===== src/rtl/pipe_elastic_stage_reg.sv =====
// Elastic pipeline stage register with a 2-entry skid buffer,
// synchronous flush and a saturating back-pressure counter.
module pipe_elastic_stage_reg #(
    parameter int unsigned      WIDTH       = 32,
    parameter logic [WIDTH-1:0] RESET_VALUE = '0,
    parameter int unsigned      CNT_WIDTH   = 16
) (
    input  logic                 clk,
    input  logic                 rst,
    input  logic                 flush,
    input  logic                 in_valid,
    output logic                 in_ready,
    input  logic [WIDTH-1:0]     in_data,
    output logic                 out_valid,
    input  logic                 out_ready,
    output logic [WIDTH-1:0]     out_data,
    input  logic                 clr_count,
    output logic [CNT_WIDTH-1:0] stall_count
);

    typedef enum logic [1:0] {
        EMPTY = 2'd0,
        BUSY  = 2'd1,
        FULL  = 2'd2
    } state_t;

    localparam logic [CNT_WIDTH-1:0] CNT_MAX = '1;

    state_t               state_q, state_d;
    logic [WIDTH-1:0]     main_q, main_d;
    logic [WIDTH-1:0]     skid_q, skid_d;
    logic                 in_ready_q, in_ready_d;
    logic                 out_valid_q, out_valid_d;
    logic [CNT_WIDTH-1:0] cnt_q, cnt_d;
    logic                 in_fire;
    logic                 out_fire;

    assign in_ready    = in_ready_q;
    assign out_valid   = out_valid_q;
    assign out_data    = main_q;
    assign stall_count = cnt_q;

    assign in_fire  = in_valid & in_ready_q;
    assign out_fire = out_valid_q & out_ready;

    // Next-state and storage update; flush forces an empty bubble.
    always_comb begin
        state_d = state_q;
        main_d  = main_q;
        skid_d  = skid_q;
        if (flush) begin
            state_d = EMPTY;
            main_d  = RESET_VALUE;
            skid_d  = RESET_VALUE;
        end else begin
            unique case (state_q)
                EMPTY: begin
                    if (in_fire) begin
                        state_d = BUSY;
                        main_d  = in_data;
                    end
                end
                BUSY: begin
                    if (in_fire && out_fire) begin
                        main_d = in_data;
                    end else if (in_fire) begin
                        state_d = FULL;
                        skid_d  = in_data;
                    end else if (out_fire) begin
                        state_d = EMPTY;
                    end
                end
                FULL: begin
                    if (out_fire) begin
                        state_d = BUSY;
                        main_d  = skid_q;
                    end
                end
                default: begin
                    state_d = EMPTY;
                end
            endcase
        end
        in_ready_d  = (state_d != FULL);
        out_valid_d = (state_d != EMPTY);
    end

    // Stall counter: clear beats increment, saturates at all-ones.
    always_comb begin
        cnt_d = cnt_q;
        if (clr_count) begin
            cnt_d = '0;
        end else if (out_valid_q && !out_ready && cnt_q != CNT_MAX) begin
            cnt_d = cnt_q + 1'b1;
        end
    end

    // State, payload and handshake flops.
    always_ff @(posedge clk or negedge rst) begin
        if (!rst) begin
            state_q     <= EMPTY;
            main_q      <= RESET_VALUE;
            skid_q      <= RESET_VALUE;
            in_ready_q  <= 1'b1;
            out_valid_q <= 1'b0;
            cnt_q       <= '0;
        end else begin
            state_q     <= state_d;
            main_q      <= main_d;
            skid_q      <= skid_d;
            in_ready_q  <= in_ready_d;
            out_valid_q <= out_valid_d;
            cnt_q       <= cnt_d;
        end
    end

endmodule


===== config.mk =====
export PLATFORM = sky130hd
export DESIGN_NAME = pipe_elastic_stage_reg
export DESIGN_NICKNAME = d
export VERILOG_FILES = /design/src/rtl/pipe_elastic_stage_reg.sv
export SDC_FILE = /design/constraint.sdc
export NUM_CORES = 1
export LEC_CHECK = 0
export BUFFER_PORTS_ARGS = -buffer_cell sky130_fd_sc_hd__buf_2
export CELL_PAD_IN_SITES_DETAIL_PLACEMENT = 1
export CELL_PAD_IN_SITES_GLOBAL_PLACEMENT = 1
export CORE_ASPECT_RATIO = 1.1
export CORE_MARGIN = 2
export CORE_UTILIZATION = 37
export CTS_CLUSTER_DIAMETER = 30
export DETAILED_ROUTE_END_ITERATION = 6
export HOLD_SLACK_MARGIN = 0.03
export PLACE_DENSITY = 0.85
export SLEW_MARGIN = 20
export SYNTH_ARGS = -nofsm -noshare
export SYNTH_HDL_FRONTEND = slang
export SYNTH_SLANG_ARGS = --single-unit
export TNS_END_PERCENT = 50

===== constraint.sdc =====
create_clock -name clk -period 1.8 [get_ports clk]
set_input_delay 0.36 -clock clk [delete_from_list [all_inputs] [get_ports clk]]
set_output_delay 0.36 -clock clk [all_outputs]
set_load 0.005 [all_outputs]

==> run summary <==
status -> finished, final reports clean
sequential cell fraction of total power -> 46.2%
GRT Overall Usage -> 21.5%
max_cap viols -> 0
CP required -> 2.07 ns
combinational fraction of design power -> 15.5%
fraction of final layout cells with drive strength greater than 1 -> 32.0%
Core ar. -> 10,500 sq um
die height -> 113 microns
Net Count, Synth -> 488
final wirelength -> 12.0 mm
Arr. time, crit path -> 2.04 ns
Initial Utilization -> 38.4%
CTS tree -> done
post-route design area -> 5160 sq um
Highest Clock Rate -> 0.563 GHz
global-route wire length before repair -> 20.3 mm
initial antenna violation count -> 0
Slowest-stage cell, CP -> or4_4
mapped cell area -> 4030 sq um
Worst Hold Class -> primary input to flip-flop
Area Overhead vs Synth -> 28.1%
flop and latch count out of synthesis -> 84
Clock H-tree levels -> 3
power share of the clock group -> 38.2%
ant diodes -> 0
Netlist cell types -> 43
Fin. Hold Viols -> 0
global route overflow -> 0
initial DRC count -> 133
Final Wtd Congestion -> 0.832
root buf cell -> clkbuf_16
clock sinks -> 84
Cell Pwr Density -> 877 nW/um^2
Final Setup Violations -> 0
crit path cell chain -> nand4_2 > or4_4 > or4_1 > a21oi_1
worst-margin pin slew -> 0.507 ns
crit-path max FO -> 4
Startpoint Class -> flip-flop
drt drc -> 0
hold slack final -> 0.262 ns
Final ANT Viol Nets -> 0
register area share after synthesis -> 52.2%
largest net degree at the start of global routing -> 37
crit path capture type -> flip-flop
via count -> 3,787
I/O Buffers -> 87
Net Sw Frac -> 26.5%
Clock Skew -> 0.00635 ns
CTS clk-pin slew, worst paths -> 0.06 ns
final slew viol count -> 0
Slew HR -> 66.2%
Synth Warn # -> 0
total power -> 4530 uW
Longest Clk Path Bufs -> 2
clk_lat worst skew -> 0.34 ns
CTS buffer count -> 9
Internal Power -> 3330 uW
Max rail drop VDD -> 0.479 mV
Wirelength per Cell -> 17.1 microns
Final period util -> 98.7%
RSZ-0062 raised after global routing -> yes
vias in the first global route -> 4,104
I/O pins -> 88
Net count, final -> 595
Syn Inst Count -> 449
FP Rows -> 39
Final min period -> 1.78 ns
Psw -> 1200 uW
syn_area_per_cell -> 8.98 sq um
Layout Utilization -> 49.2%
P_leak -> 0.00242 uW
First-pass DRT Iterations -> 4
crit path kind -> flip-flop to flip-flop
DP Area -> 4840 sq um
biggest cell delay along the critical path -> 0.55 ns
hpwl dp -> 8.22 mm
die span in x -> 104 microns
number of vias per cell -> 5.39
Die ar. -> 11,700 sq um
path summary, 6_finish.rpt:
path                                               end                        from  cells past startpoint  slack [ns]
setup / recovery           stall_count[13]$_DFFE_PN0P_  stall_count[5]$_DFFE_PN0P_                      4        0.02
hold / removal                  skid_q[27]$_DFFE_PN0P_                 in_data[27]                      3        0.26
setup reg to reg           stall_count[13]$_DFFE_PN0P_  stall_count[5]$_DFFE_PN0P_                      4        0.02
hold reg to reg                out_data[3]$_DFFE_PN0P_     out_data[3]$_DFFE_PN0P_                      1        0.51
max in group asynchronous  stall_count[10]$_DFFE_PN0P_                         rst                      3        0.71
min in group asynchronous     out_data[29]$_DFFE_PN0P_                         rst                      2        0.53
layout make-up:
cell class,instances,area [sq um]
multi-input combinational,330,1820
sequential,84,2110
fill,1241,5330
clock buffer,13,260
timing repair buffer,128,773
tap,143,179
clock inverter,2,10.0
inverter,3,11.3
placed cells by master, fill, tap and decap left out, drive strengths merged, types with 2 or more instances in the layout:
cell	netlist	routed
a21o	2	2
a311oi	15	15
a21oi	64	64
o21ai	4	4
or4	5	5
or2	2	2
dfrtp	83	83
clkinv	0	2
nor3	18	18
o31ai	5	5
nand4	5	5
nand2b	4	4
mux2	21	21
clkbuf	26	13
or3	3	3
buf	6	127
nand2	140	140
a211oi	3	3
o21bai	2	2
inv	3	3
nor2	9	9
and3	3	3
nand3	5	5
nor2b	5	5
and4	2	2
nor4	2	2
sequential cells by signal (all words and copies together) (netlist names):
register / cells
in_ready: 1
skid_q: 32
out_data: 32
stall_count: 16
out_valid: 1
state_q: 2
cells in the mapped netlist (all sizes together):
library cell  number  share of area [%]
nor2               9               0.84
and4               2               0.47
and2               1               0.16
nand3              5               0.62
mux2i              1               0.25
inv                3               0.28
o2111ai            1               0.22
nor4               2               0.31
a31oi              1               0.16
mux2              21                5.9
ha                 1               0.31
a21oi             64                7.9
nor3              18                2.2
a211oi             3               0.56
dfstp              1               0.65
a21o               2               0.37
buf                6               0.68
nand2            140                 13
nand4              5               0.93
o31ai              5               0.93
or3                3               0.50
nand4b             1               0.22
o21bai             2               0.37
nor2b              5               0.78
a311oi            15                3.3
a41oi              1               0.22
nand3b             1               0.19
or4                5                1.0
o21ai              4               0.50
dfrtp             83                 52
and4b              1               0.25
and3b              1               0.22
nand2b             4               0.62
or2                2               0.31
o211ai             1               0.31
clkbuf            26                2.4
and3               3               0.50
kinds of logic (layout without fill, tap and decap cells):
group,count (synthesis),after routing,synth area share [%]
simple gates,208,208,23.2
compound gates,99,99,14.8
flops,84,84,52.2
buf+inv,35,146,3.38
mux,22,22,6.11
fa+ha+maj,1,1,0.310
per-stage QoR:
step                worst slack (ns)  instances  TNS, ns
floorplan                    -0.0163        449  -0.0163
global placement             -0.0605        685  -0.0605
detailed placement           -0.0950        685   -0.158
CTS                           0.0154        703        0
global route                 -0.0625        703   -0.239
finish                        0.0230        703        0
power groups by stage:
stage | Clock (uW) | Sequential, uW | Combinational [uW]
5_1_grt | 1830 | 2110 | 788
3_3_place_gp | 0 | 2120 | 681
6_report | 1730 | 2090 | 704
4_1_cts | 1750 | 2100 | 716
3_5_place_dp | 0 | 2130 | 707
2_1_floorplan | 0 | 2130 | 356
timing repair:
| action | in CTS | in global routing |
|---|---|---|
| gates resized for setup | 2 | 7 |
| setup endpoints to repair | 4 | 11 |
| pin swaps | 2 | 1 |
| endpoints found under the hold margin | 32 | 0 |
| cloned | 0 | 0 |
| setup buffers | 2 | 0 |
| hold buffers | 1 | 0 |
critical path: cells and delay by family, from the launching register on:
kind             cells  cell delay (ns)
flip-flops           1             0.37
AO/OA/AOI/OAI        1             0.15
AND/OR/NAND/NOR      3             1.18
routing by layer:
layer  global-route usage, %  share of wire, %  up-vias
met5                       0                 0        -
met4                    8.74               2.2        0
met3                    3.60               3.3       23
met2                    39.1                52       80
met1                    25.4                42     1915
li1                        -                 -     1769
No activity file was read; power rests on OpenSTA's default activity.
